[config.mk]
export PLATFORM = sky130hd
export DESIGN_NAME = spi_peripheral
export DESIGN_NICKNAME = d
export VERILOG_FILES = /design/src/rtl/spi_peripheral.sv
export SDC_FILE = /design/constraint.sdc
export NUM_CORES = 1
export LEC_CHECK = 0
export ABC_CLOCK_PERIOD_IN_PS = 2300
export CAP_MARGIN = 20
export CORE_UTILIZATION = 25
export CTS_CLUSTER_SIZE = 25
export DETAILED_ROUTE_END_ITERATION = 16
export GPL_TIMING_DRIVEN = 1
export PLACE_DENSITY = 0.48
export SYNTH_ARGS = -nofsm -noshare
export SYNTH_HDL_FRONTEND = slang
export SYNTH_SLANG_ARGS = --single-unit
[constraint.sdc]
create_clock -name clk -period 2.3 [get_ports clk]
set_clock_uncertainty 0.2 [all_clocks]
set_input_delay 0.69 -clock clk [delete_from_list [all_inputs] [get_ports clk]]
set_output_delay 0.69 -clock clk [all_outputs]
set_load 0.03 [all_outputs]
[src/rtl/spi_peripheral.sv]
// SPI mode-0 peripheral with five 8-bit control registers.
// Frame: bit 15 R/W (1 = write), bits 14:8 address, bits 7:0 data, MSB first.
// All SPI pins are asynchronous to clk and pass through SYNC_STAGES flops (2..4).
//
// state     | meaning
// ----------+-----------------------------------------------------------
// ST_IDLE   | nCS high, waiting for a synchronized nCS fall
// ST_SHIFT  | nCS low, shifting COPI on SCLK rise, driving CIPO on fall
// ST_COMMIT | one cycle after nCS rise, a complete valid write lands here
module spi_peripheral #(
  parameter int SYNC_STAGES = 2,
  parameter int MAX_ADDR    = 4
) (
  input  logic       clk,
  input  logic       rst_n,
  input  logic       nCS,
  input  logic       SCLK,
  input  logic       COPI,
  output logic       CIPO,
  output logic [7:0] en_reg_out_7_0,
  output logic [7:0] en_reg_out_15_8,
  output logic [7:0] en_reg_pwm_7_0,
  output logic [7:0] en_reg_pwm_15_8,
  output logic [7:0] pwm_duty_cycle
);

  // Only five registers physically exist, so clamp the decode range.
  localparam int         LP_LAST_INT = (MAX_ADDR < 4) ? MAX_ADDR : 4;
  localparam logic [6:0] LP_LAST     = 7'(LP_LAST_INT);

  typedef enum logic [1:0] {
    ST_IDLE   = 2'd0,
    ST_SHIFT  = 2'd1,
    ST_COMMIT = 2'd2
  } state_t;

  state_t r_state;
  state_t w_state_nxt;

  logic [SYNC_STAGES-1:0] r_ncs_sync;
  logic [SYNC_STAGES-1:0] r_sclk_sync;
  logic [SYNC_STAGES-1:0] r_copi_sync;

  logic [4:0]  r_cnt;
  logic [15:0] r_shift;
  logic [7:0]  r_out;
  logic [3:0]  r_rd_cnt;
  logic        r_rd_act;
  logic        r_cipo;

  logic [7:0] r_reg0;
  logic [7:0] r_reg1;
  logic [7:0] r_reg2;
  logic [7:0] r_reg3;
  logic [7:0] r_reg4;

  logic        w_ncs_lvl;
  logic        w_ncs_fall;
  logic        w_ncs_rise;
  logic        w_sclk_rise;
  logic        w_sclk_fall;
  logic        w_copi;
  logic [15:0] w_shift_nxt;
  logic [6:0]  w_rd_addr;
  logic [7:0]  w_rd_data;
  logic        w_start;
  logic        w_shift_en;
  logic        w_fall_en;
  logic        w_commit_ok;

  // Synchronizer chains; reset to the idle bus levels so no false edge follows reset.
  always_ff @(posedge clk or negedge rst_n) begin
    if (!rst_n) begin
      r_ncs_sync  <= '1;
      r_sclk_sync <= '0;
      r_copi_sync <= '0;
    end else begin
      r_ncs_sync  <= {r_ncs_sync[SYNC_STAGES-2:0], nCS};
      r_sclk_sync <= {r_sclk_sync[SYNC_STAGES-2:0], SCLK};
      r_copi_sync <= {r_copi_sync[SYNC_STAGES-2:0], COPI};
    end
  end

  assign w_ncs_lvl   = r_ncs_sync[SYNC_STAGES-1];
  assign w_ncs_fall  =  r_ncs_sync[SYNC_STAGES-1] & ~r_ncs_sync[SYNC_STAGES-2];
  assign w_ncs_rise  = ~r_ncs_sync[SYNC_STAGES-1] &  r_ncs_sync[SYNC_STAGES-2];
  assign w_sclk_rise = ~r_sclk_sync[SYNC_STAGES-1] &  r_sclk_sync[SYNC_STAGES-2];
  assign w_sclk_fall =  r_sclk_sync[SYNC_STAGES-1] & ~r_sclk_sync[SYNC_STAGES-2];
  assign w_copi      = r_copi_sync[SYNC_STAGES-1];

  // State register.
  always_ff @(posedge clk or negedge rst_n) begin
    if (!rst_n) begin
      r_state <= ST_IDLE;
    end else begin
      r_state <= w_state_nxt;
    end
  end

  // Next-state and per-cycle control strobes. A fall seen during COMMIT
  // goes straight back to SHIFT so the pending write is not lost.
  always_comb begin
    w_state_nxt = r_state;
    w_start     = 1'b0;
    w_shift_en  = 1'b0;
    w_fall_en   = 1'b0;
    w_commit_ok = 1'b0;
    case (r_state)
      ST_IDLE: begin
        if (w_ncs_fall) begin
          w_state_nxt = ST_SHIFT;
          w_start     = 1'b1;
        end
      end
      ST_SHIFT: begin
        w_shift_en = w_sclk_rise;
        w_fall_en  = w_sclk_fall;
        if (w_ncs_rise) begin
          w_state_nxt = ST_COMMIT;
        end
      end
      ST_COMMIT: begin
        w_commit_ok = (r_cnt == 5'd16) && r_shift[15] && (r_shift[14:8] <= LP_LAST);
        if (w_ncs_fall) begin
          w_state_nxt = ST_SHIFT;
          w_start     = 1'b1;
        end else begin
          w_state_nxt = ST_IDLE;
        end
      end
      default: w_state_nxt = ST_IDLE;
    endcase
  end

  assign w_shift_nxt = {r_shift[14:0], w_copi};
  assign w_rd_addr   = w_shift_nxt[6:0];

  // Read-back mux, addressed by the header byte as it completes.
  always_comb begin
    w_rd_data = 8'h00;
    if (w_rd_addr <= LP_LAST) begin
      case (w_rd_addr)
        7'd0:    w_rd_data = r_reg0;
        7'd1:    w_rd_data = r_reg1;
        7'd2:    w_rd_data = r_reg2;
        7'd3:    w_rd_data = r_reg3;
        7'd4:    w_rd_data = r_reg4;
        default: w_rd_data = 8'h00;
      endcase
    end
  end

  // Input shifter, bit counter and read output shifter.
  always_ff @(posedge clk or negedge rst_n) begin
    if (!rst_n) begin
      r_cnt    <= '0;
      r_shift  <= '0;
      r_out    <= '0;
      r_rd_cnt <= '0;
      r_rd_act <= 1'b0;
      r_cipo   <= 1'b0;
    end else if (w_start) begin
      r_cnt    <= '0;
      r_shift  <= '0;
      r_out    <= '0;
      r_rd_cnt <= '0;
      r_rd_act <= 1'b0;
      r_cipo   <= 1'b0;
    end else if (r_state != ST_SHIFT) begin
      r_rd_act <= 1'b0;
      r_cipo   <= 1'b0;
    end else if (w_shift_en) begin
      r_shift <= w_shift_nxt;
      if (r_cnt != 5'd17) begin
        r_cnt <= r_cnt + 5'd1;
      end
      if ((r_cnt == 5'd7) && !w_shift_nxt[7]) begin
        r_out    <= w_rd_data;
        r_rd_act <= 1'b1;
        r_rd_cnt <= '0;
      end
      if (r_cnt >= 5'd16) begin
        r_rd_act <= 1'b0;
        r_cipo   <= 1'b0;
      end
    end else if (w_fall_en && r_rd_act) begin
      if (r_rd_cnt == 4'd8) begin
        r_rd_act <= 1'b0;
        r_cipo   <= 1'b0;
      end else begin
        r_cipo   <= r_out[7];
        r_out    <= {r_out[6:0], 1'b0};
        r_rd_cnt <= r_rd_cnt + 4'd1;
      end
    end
  end

  // Register file; only the addressed register takes the data byte.
  always_ff @(posedge clk or negedge rst_n) begin
    if (!rst_n) begin
      r_reg0 <= '0;
      r_reg1 <= '0;
      r_reg2 <= '0;
      r_reg3 <= '0;
      r_reg4 <= '0;
    end else if (w_commit_ok) begin
      case (r_shift[14:8])
        7'd0:    r_reg0 <= r_shift[7:0];
        7'd1:    r_reg1 <= r_shift[7:0];
        7'd2:    r_reg2 <= r_shift[7:0];
        7'd3:    r_reg3 <= r_shift[7:0];
        7'd4:    r_reg4 <= r_shift[7:0];
        default: ;
      endcase
    end
  end

  // Gate with synchronized nCS so CIPO drops as soon as the frame ends.
  assign CIPO            = r_cipo & ~w_ncs_lvl;
  assign en_reg_out_7_0  = r_reg0;
  assign en_reg_out_15_8 = r_reg1;
  assign en_reg_pwm_7_0  = r_reg2;
  assign en_reg_pwm_15_8 = r_reg3;
  assign pwm_duty_cycle  = r_reg4;

endmodule

==> results.json, run 1 <==
{
  "cts_buffers": 9,
  "h-tree-depth": 3,
  "finalSetupTns_ps": 0,
  "yosys_warnings": 0,
  "synthCells": 280,
  "yosysSeqAreaShare_pct": 56.0,
  "critPathLaunch": "r_ncs_sync[1]$_DFF_PN1_",
  "place_area_um2": 4560,
  "initial_core_util_pct": 25.5,
  "fp.dieH_um": 124,
  "grt_pass1_vias": 2682,
  "ctsRootBufferMaster": "clkbuf_16",
  "status": "complete, no violations",
  "grt_pass1_wl_mm": 15.4,
  "post-route-drc-count": 0,
  "grt_max_degree": 39,
  "synth_cell_type_count": 47,
  "ios": 46,
  "pre_cts_slack_ps": 35.9,
  "utilization_pct": 33.6,
  "cp.required_ps": 1410,
  "netSwitchingPower_mw": 0.861,
  "rsz0062_at_grt": "false",
  "yosysTopAreaCell": "dfrtp_1",
  "p_int_mw": 2.72,
  "cts_tree": "yes",
  "cts.sinks": 83,
  "clock_path_buffers": 2,
  "ctsResizeCount": 36,
  "synth_area_leaders": "dfrtp_1 (55%), mux2_2 (12%), a22o_1 (4.7%)",
  "wl_per_cell_um": 17.5,
  "cap_violations": 0,
  "die_x_um": 124,
  "place.gp.congestion": 0.729,
  "hold_viol": 0,
  "synth-edff-count": 0,
  "syn_area_per_cell_um2": 13.3,
  "synth_most_common_cell": "dfrtp_1",
  "worst_ep_arrival_time_ps": 1290,
  "power_frac_comb_pct": 10.3,
  "drtPass1Iterations": 4,
  "grt_use_total_pct": 13.8,
  "synth.top_cells.by_count": "dfrtp_1 (81), mux2_2 (40), a22o_1 (20)",
  "r2r_start": "r_cnt[1]$_DFFE_PN0P_",
  "antenna_found_initial": 0,
  "num_rows": 44,
  "grt.overflow.total": 0,
  "cp-end-kind": "output port",
  "holdBufCountCts": 0,
  "worstSetupPathType": "reg -> out",
  "period_minus_slack_ps": 2180,
  "io_buffers": 45,
  "fmax_mhz": 458,
  "syn_nets": 290,
  "power.density_nw_per_um2": 734,
  "ys_ff_latch": 83,
  "setup_slack_ps": 118,
  "vias": 2529,
  "start_kind": "flip-flop",
  "via_per_inst": 4.71,
  "p_clk_share_pct": 45.6,
  "syn_area_um2": 3710,
  "vdd_drop_max_mv": 0.297,
  "clock_latency_ps": 340,
  "setup_viol": 0,
  "core-area_um2": 14500,
  "fin_cells": 537,
  "area_growth_pct": 31.6,
  "drive_above_1_share_pct": 28.9,
  "worstMarginPinSlew_ps": 473,
  "ys.flop_type": "dfrtp_1",
  "p_seq_share_pct": 44.1,
  "postRouteAntennaNets": 0,
  "dpl.hpwl_mm": 6.51,
  "crit_fanout": 4,
  "switching_share_pct": 24.0,
  "nets": 358,
  "antenna_cells": 0,
  "fin_area_um2": 4890,
  "drtIter0Drc": 143,
  "min_path_type": "in -> async",
  "clkSlewWorstSetupHoldPaths_ps": 60,
  "die_area_um2": 15300,
  "cts_setup_buffers": 0,
  "synthArstFlopShare_pct": 100,
  "final-max-slew-violation-count": 0,
  "dp.cells": 521,
  "yosysTopAreaCellShare_pct": 54.6,
  "routed_wl_mm": 9.41,
  "slew_headroom_pct": 68.1,
  "fin_crit_sh_pct": 94.9,
  "leakage_nw": 2.51
}
through the flow:
step	hold slack, ps	total power, mW
final	89.5	3.59
after floorplan	131	1.82
after detailed placement	139	1.98
after global placement	132	1.97
after global routing	121	3.75
after CTS	103	3.64
state kept, by name, summed over array words and instances, names as in the netlist, 4 cells and up:
register,count
en_reg_pwm_15_8,8
en_reg_out_15_8,8
en_reg_pwm_7_0,8
r_shift,16
r_cnt,5
pwm_duty_cycle,8
r_rd_cnt,4
r_out,8
en_reg_out_7_0,8
routing by layer:
layer,vias to the layer above,track usage [%],share of wire [%]
met4,0,5.50,1.8
met1,1299,18.6,48
li1,1170,-,-
met3,13,3.94,4.1
met5,-,0,0
met2,47,20.7,46
worst paths after layout:
kind,slack (ps),depth (start not counted),to
worst max-delay path,120,2,CIPO
worst min-delay path,90,1,r_sclk_sync[1]$_DFF_PN0_
worst max register to register,140,7,en_reg_out_7_0[3]$_DFFE_PN0P_
worst min register to register,150,0,r_copi_sync[1]$_DFF_PN0_
max in group asynchronous,1250,2,pwm_duty_cycle[1]$_DFFE_PN0P_
min in group clk,150,0,r_copi_sync[1]$_DFF_PN0_
cells by family (layout without fill, tap and decap cells):
kind of cell               Yosys count  after routing  share of synthesized area (%)
adders and majority gates            5              5                           1.69
DFF                                 83             83                           56.0
xor gates and xnor gates             4              4                          0.944
and+or+nand+nor                     73             73                           12.7
muxes                               49             49                           16.9
buffers and inverters               20             93                           2.33
AOI/OAI and AO/OA                   46             46                           9.44
area by class of cell:
| cell class | instances | area [um2] |
|---|---|---|
| inverters | 7 | 26.3 |
| well taps | 184 | 230 |
| clock inverters | 3 | 68.8 |
| multi-input cells | 177 | 1580 |
| repair buffers | 70 | 628 |
| fillers | 1491 | 9650 |
| clock buffers | 13 | 270 |
| flip-flops and latches | 83 | 2080 |
cells in the final DEF, fill, tap and decap left out, types with 2 or more instances in the layout:
cell type	count
a21oi_1	6
nor2b_1	2
buf_4	24
nand3b_1	3
clkdlybuf4s50_1	3
mux2_2	40
dfrtp_1	81
nand2_1	12
nor2_1	18
nor3_1	3
clkbuf_8	3
bufinv_16	2
nand2b_1	3
dlygate4sd2_1	36
o2bb2ai_1	3
a221o_1	2
buf_12	2
a22o_1	20
a22oi_1	2
nand4_1	4
xor2_1	3
dfstp_2	2
mux4_2	7
nor3b_1	3
nor4b_4	2
inv_1	7
o21ai_0	5
clkbuf_16	9
o21bai_1	2
ha_1	5
nand3_1	5
dlymetal6s2s_1	5
and3_1	3
mux2i_1	2
o31ai_1	2
power by group through the flow:
stage / clock (mW) / sequential [mW] / combinational (mW)
floorplan: 0 / 1.59 / 0.226
global placement: 0 / 1.60 / 0.369
detailed placement: 0 / 1.60 / 0.377
CTS: 1.69 / 1.58 / 0.376
global route: 1.74 / 1.59 / 0.421
finish: 1.63 / 1.58 / 0.370
critical path: stages (launching register included):
cell,delay (ps)
dfstp_2,550
nor2_1,50
dlygate4sd2_1,340
Note: power is estimated with default switching activity, not from simulation.
==> run 2, diff against run 1 <==
--- a/config.mk
+++ b/config.mk
@@ -6,7 +6,6 @@
 export NUM_CORES = 1
 export LEC_CHECK = 0
 export ABC_CLOCK_PERIOD_IN_PS = 2300
-export CAP_MARGIN = 20
 export CORE_UTILIZATION = 25
 export CTS_CLUSTER_SIZE = 25
 export DETAILED_ROUTE_END_ITERATION = 16
==> constraint.sdc (replaced) <==
create_clock -name clk -period 2.3 [get_ports clk]
set_clock_uncertainty 0.2 [all_clocks]
set_input_delay 0.69 -clock clk [delete_from_list [all_inputs] [get_ports clk]]
set_output_delay 0.69 -clock clk [all_outputs]
set_load 0.05 [all_outputs]
==> run 2 against run 1 <==
Against the previous run: first-iteration DRC count down 42%; sequential cell count unchanged; largest power group unchanged; via count up 0.71%; worst setup slack got worse by 28 ps; largest cell class unchanged; combinational power increased by 1%.
==> results.json, run 2 (synthesis results as in run 1) <==
{
  "r2r_start": "r_cnt[1]$_DFFE_PN0P_",
  "multi_input_area_um2": 1580,
  "wl_met2_mm": 4.46,
  "rr_worst_depth": 8,
  "cp-end-kind": "flip-flop",
  "rsz0062_at_grt": "false",
  "grt_pass1_wl_mm": 15.5,
  "wl_per_cell_um": 17.4,
  "grt_pass1_vias": 2681,
  "grt_max_degree": 29,
  "final_cell_mix": "dfrtp_1 (81), buf_4 (64), mux2_2 (40), a22o_1 (20), nor2_1 (18)",
  "pre_cts_slack_ps": -12.8,
  "core-area_um2": 14500,
  "power.density_nw_per_um2": 732,
  "drtPass1Iterations": 4,
  "largest_reg_flops": 16,
  "fp.dieH_um": 124,
  "worst-path-buf-inv": 2,
  "slew_headroom_pct": 65.1,
  "setup_viol": 0,
  "cp.required_ps": 2320,
  "die_x_um": 124,
  "routed_wl_mm": 9.36,
  "antenna_cells": 0,
  "place.gp.congestion": 0.714,
  "grt_use_total_pct": 13.8,
  "fill_cells": 1491,
  "drtIter0Drc": 83,
  "cts.sinks": 83,
  "area_growth_pct": 30.5,
  "slowest_delay_ps": 400,
  "grt.overflow.total": 0,
  "holdBufCountCts": 0,
  "seqCellArea_um2": 2080,
  "num_rows": 44,
  "fin_crit_sh_pct": 96.1,
  "leakage_nw": 2.33,
  "clock_path_buffers": 2,
  "hold_viol": 0,
  "postRouteAntennaNets": 0,
  "regMostFlops": "r_shift",
  "via_per_inst": 4.73,
  "ios": 46,
  "io_buffers": 45,
  "initial_core_util_pct": 25.5,
  "clkSlewWorstSetupHoldPaths_ps": 60,
  "antenna_found_initial": 0,
  "post-route-drc-count": 0,
  "ctsRootBufferMaster": "clkbuf_16",
  "regToRegSetupSlack_ps": 90,
  "status": "complete, no violations",
  "final-max-slew-violation-count": 0,
  "fmax_mhz": 452,
  "worstMarginPinSlew_ps": 519,
  "cap_violations": 0,
  "h-tree-depth": 3,
  "crit_slowest_cell": "dfrtp_1",
  "worst_ep_arrival_time_ps": 2230,
  "crit_fanout": 8,
  "period_minus_slack_ps": 2210,
  "vias": 2547,
  "final_common_cell": "dfrtp_1",
  "start_kind": "flip-flop",
  "vdd_drop_max_mv": 0.438,
  "setup_slack_ps": 89.9,
  "nets": 360,
  "r2r_end": "en_reg_pwm_15_8[6]$_DFFE_PN0P_",
  "die_area_um2": 15300,
  "wl_met3_um": 329,
  "wl_met1_mm": 4.53,
  "worstSetupPathType": "reg -> reg",
  "utilization_pct": 33.3,
  "cp_top_family": "simple AND/OR/NAND/NOR gates",
  "top_layer": "met4",
  "cts_buffers": 9,
  "cts_setup_buffers": 0,
  "min_path_type": "in -> async",
  "drive_above_1_share_pct": 40.3,
  "total_power_mw": 3.54,
  "dpl.hpwl_mm": 6.64,
  "clock_latency_ps": 340,
  "crit_path_cell_trace": "inv_1 > ha_1 > and4bb_2 > nand3_2 > nor2_4 > and3_1 > buf_12 > mux2_2",
  "cts_tree": "yes"
}
run 2: cell types whose count changed in the layout (fill, tap and decap cells not counted), sizes merged:
cell	change
dlymetal6s2s	-5
dlygate4sd2	-36
buf	+43
clkinv	-1
clkbuf	+1
run 2: how the worst max path moves through the flow:
stage / startpoint / end / slack (ps) / cells after the start
2_1_floorplan: r_cnt[0]$_DFFE_PN0P_ / en_reg_pwm_15_8[0]$_DFFE_PN0P_ / 170 / 8
3_3_place_gp: r_cnt[1]$_DFFE_PN0P_ / en_reg_out_15_8[4]$_DFFE_PN0P_ / 40 / 8
3_5_place_dp: r_cnt[1]$_DFFE_PN0P_ / en_reg_out_15_8[4]$_DFFE_PN0P_ / -10 / 8
4_1_cts: r_cnt[1]$_DFFE_PN0P_ / en_reg_out_15_8[4]$_DFFE_PN0P_ / 30 / 8
5_1_grt: r_cnt[1]$_DFFE_PN0P_ / en_reg_pwm_15_8[2]$_DFFE_PN0P_ / 0.2 / 8
6_report: r_cnt[1]$_DFFE_PN0P_ / en_reg_pwm_15_8[6]$_DFFE_PN0P_ / 90 / 8
run 2: per-layer routing:
| layer | vias to the layer above | global-route usage (%) |
|---|---|---|
| met1 | 1319 | 19.1 |
| met3 | 4 | 4.03 |
| met5 | - | 0 |
| met4 | 0 | 3.39 |
| met2 | 50 | 21.0 |
| li1 | 1174 | - |
run 2: layout make-up:
cell class              instances  share of cell area [%]
clock buffers                  14                    5.45
clock inverters                 2                    1.24
inverters                       7                   0.542
multi-input cells             177                    32.7
flip-flops and latches         83                    42.9
well taps                     184                    4.75
repair buffers                 72                    12.4
run 2: worst reg2reg max path, cell delays in order, from the launching register on:
cell and delay (ps):
dfrtp_1 400, inv_1 100, ha_1 150, and4bb_2 230, nand3_2 160, nor2_4 160
and3_1 220, buf_12 130, mux2_2 340
run 2: timing repair:
item	in CTS	in global routing
resized for setup	1	4
setup endpoints to repair	9	22
hold endpoints to repair	0	0
gates cloned	0	0
run 2: power by group:
part           switching, mW  total (mW)  internal [mW]
logic                  0.213       0.374          0.161
registers             0.0532        1.58           1.52
clock network          0.580        1.59           1.01
run 2: stage by stage:
stage	hold slack [ps]	cell area (um2)	instances	setup TNS, ps
floorplan	131	3710	280	0
global placement	134	4500	523	0
detailed placement	140	4500	523	-49.0
CTS	76.8	4820	539	0
global route	77.5	4840	539	0
finish	59.6	4840	539	0
==> run 3, diff against run 2 <==
--- a/config.mk
+++ b/config.mk
@@ -6,11 +6,11 @@
 export NUM_CORES = 1
 export LEC_CHECK = 0
 export ABC_CLOCK_PERIOD_IN_PS = 2300
-export CORE_UTILIZATION = 25
-export CTS_CLUSTER_SIZE = 25
+export CORE_UTILIZATION = 40
+export CTS_CLUSTER_SIZE = 28
 export DETAILED_ROUTE_END_ITERATION = 16
 export GPL_TIMING_DRIVEN = 1
-export PLACE_DENSITY = 0.48
+export PLACE_DENSITY = 0.67
 export SYNTH_ARGS = -nofsm -noshare
 export SYNTH_HDL_FRONTEND = slang
 export SYNTH_SLANG_ARGS = --single-unit
==> run 3 against run 2 <==
Against the previous run: first-iteration DRC count grew 16%; clock-buffer cell count is 5 lower; sequential share of layout area is 2.3 points higher; global-route usage up 5.3 points; largest cell class unchanged; critical endpoint is now pwm_duty_cycle[2]$_DFFE_PN0P_; combinational power down 2%.
==> results.json, run 3 (synthesis results as in run 1) <==
{
  "status": "complete, no violations",
  "slew_headroom_pct": 67.0,
  "clock_latency_ps": 370,
  "grt_pass1_vias": 2607,
  "postRouteAntennaNets": 0,
  "h-tree-depth": 3,
  "area_growth_pct": 23.9,
  "cts_buffers": 9,
  "leakage_nw": 2.26,
  "worstSetupPathType": "reg -> reg",
  "p_int_mw": 2.20,
  "crit_path_cell_trace": "inv_1 > ha_1 > and4bb_2 > nand3_4 > nor4b_4 > buf_6 > mux2_2",
  "regMostFlops": "r_shift",
  "regToRegSetupSlack_ps": 110,
  "antenna_found_initial": 0,
  "fp.dieH_um": 98.3,
  "final-max-slew-violation-count": 0,
  "grt_use_total_pct": 19.0,
  "die_x_um": 98.3,
  "worstMarginPinSlew_ps": 495,
  "slowest_delay_ps": 410,
  "cp.required_ps": 2340,
  "vdd_drop_max_mv": 0.345,
  "seqCellArea_um2": 2080,
  "p_clk_share_pct": 36.2,
  "place.gp.congestion": 0.804,
  "cap_violations": 0,
  "grt_pass1_wl_mm": 14.0,
  "utilization_pct": 52.0,
  "cp-end-kind": "flip-flop",
  "setup_viol": 0,
  "multi_input_area_um2": 1600,
  "final_cell_mix": "dfrtp_1 (81), buf_4 (61), mux2_2 (40), a22o_1 (20), nor2_1 (17)",
  "rr_worst_depth": 7,
  "vias": 2551,
  "routed_wl_mm": 8.43,
  "grt.overflow.total": 0,
  "hold_viol": 0,
  "power_frac_comb_pct": 12.0,
  "dpl.hpwl_mm": 5.94,
  "worst-path-buf-inv": 2,
  "p_seq_share_pct": 51.8,
  "ios": 46,
  "worst_ep_arrival_time_ps": 2230,
  "period_minus_slack_ps": 2190,
  "antenna_cells": 0,
  "netSwitchingPower_mw": 0.861,
  "io_buffers": 45,
  "drive_above_1_share_pct": 41.0,
  "cts.sinks": 83,
  "r2r_end": "pwm_duty_cycle[2]$_DFFE_PN0P_",
  "switching_share_pct": 28.1,
  "post-route-drc-count": 0,
  "grt_max_degree": 34,
  "min_path_type": "in -> async",
  "drtPass1Iterations": 6,
  "ctsRootBufferMaster": "clkbuf_8",
  "drtIter0Drc": 96,
  "clock_path_buffers": 2,
  "crit_fanout": 6,
  "clkSlewWorstSetupHoldPaths_ps": 100,
  "r2r_start": "r_cnt[1]$_DFFE_PN0P_",
  "nets": 356,
  "crit_slowest_cell": "dfrtp_1",
  "largest_reg_flops": 16,
  "wl_per_cell_um": 18.4,
  "die_area_um2": 9670,
  "rsz0062_at_grt": "false",
  "start_kind": "flip-flop",
  "cts_tree": "yes",
  "via_per_inst": 5.56,
  "initial_core_util_pct": 42.0,
  "fmax_mhz": 457,
  "fin_crit_sh_pct": 95.1,
  "cp_top_family": "simple AND/OR/NAND/NOR gates",
  "core-area_um2": 8850,
  "power.density_nw_per_um2": 666,
  "fill_cells": 793,
  "num_rows": 34,
  "total_power_mw": 3.06,
  "final_common_cell": "dfrtp_1"
}
## run 3: changes by cell type in the layout (fill, tap and decap cells not counted), moves of 2 or more
cell / change
clkbuf_16: -9
clkbuf_8: +7
buf_4: -3
clkbuf_1: -3
inv_6: +3
nor2_2: +2
## run 3: worst max-delay path by stage
stage,from,to,slack (ps),depth (start not counted)
6_report,r_cnt[1]$_DFFE_PN0P_,pwm_duty_cycle[2]$_DFFE_PN0P_,110,7
5_1_grt,r_cnt[1]$_DFFE_PN0P_,en_reg_pwm_15_8[7]$_DFFE_PN0P_,20,7
4_1_cts,r_cnt[1]$_DFFE_PN0P_,en_reg_out_15_8[0]$_DFFE_PN0P_,10,8
3_5_place_dp,r_cnt[1]$_DFFE_PN0P_,en_reg_pwm_15_8[6]$_DFFE_PN0P_,-70,7
3_3_place_gp,r_cnt[1]$_DFFE_PN0P_,en_reg_pwm_15_8[2]$_DFFE_PN0P_,20,7
2_1_floorplan,r_cnt[0]$_DFFE_PN0P_,en_reg_pwm_15_8[0]$_DFFE_PN0P_,170,8
## run 3: repair_timing
action / in CTS / in global routing
resized for setup: 1 / 7
hold buffers: 0 / 0
setup buffers: 0 / 1
cloned: 0 / 0
pin swaps: 0 / 1
endpoints found under the setup margin: 8 / 36
## run 3: layer usage
layer  part of all wire (%)  vias to the layer above  track usage, %  routed length, um
met3                    4.2                        6            5.51                353
met4                   0.71                        0            3.44                 60
met5                      0                        -               0                  0
li1                       -                     1169               -                  -
met1                     47                     1311            26.6               3980
met2                     48                       65            30.0               4040
## run 3: layout make-up
cell class | count | share of cell area (%)
Multi-Input combinational cell | 177 | 34.7
Sequential cell | 83 | 45.2
Tap cell | 108 | 2.94
Clock inverter | 7 | 1.74
Inverter | 7 | 0.571
Timing Repair Buffer | 68 | 12.2
Clock buffer | 9 | 2.69
## run 3: per-stage QoR
stage,setup WS (ps),hold WS (ps),std cells,cell area [um2],setup TNS [ps]
global route,21.2,87.5,459,4600,0
global placement,17.5,134,442,4350,0
detailed placement,-70.8,136,442,4350,-519
CTS,10.1,76.3,458,4560,0
finish,112,68.0,459,4600,0
floorplan,172,131,280,3710,0
## run 3: power groups by stage
stage               sequential, mW  clock, mW  combinational (mW)
finish                        1.59       1.11               0.368
global route                  1.60       1.20               0.412
CTS                           1.59       1.13               0.372
detailed placement            1.61          0               0.372
global placement              1.61          0               0.356
floorplan                     1.59          0               0.226
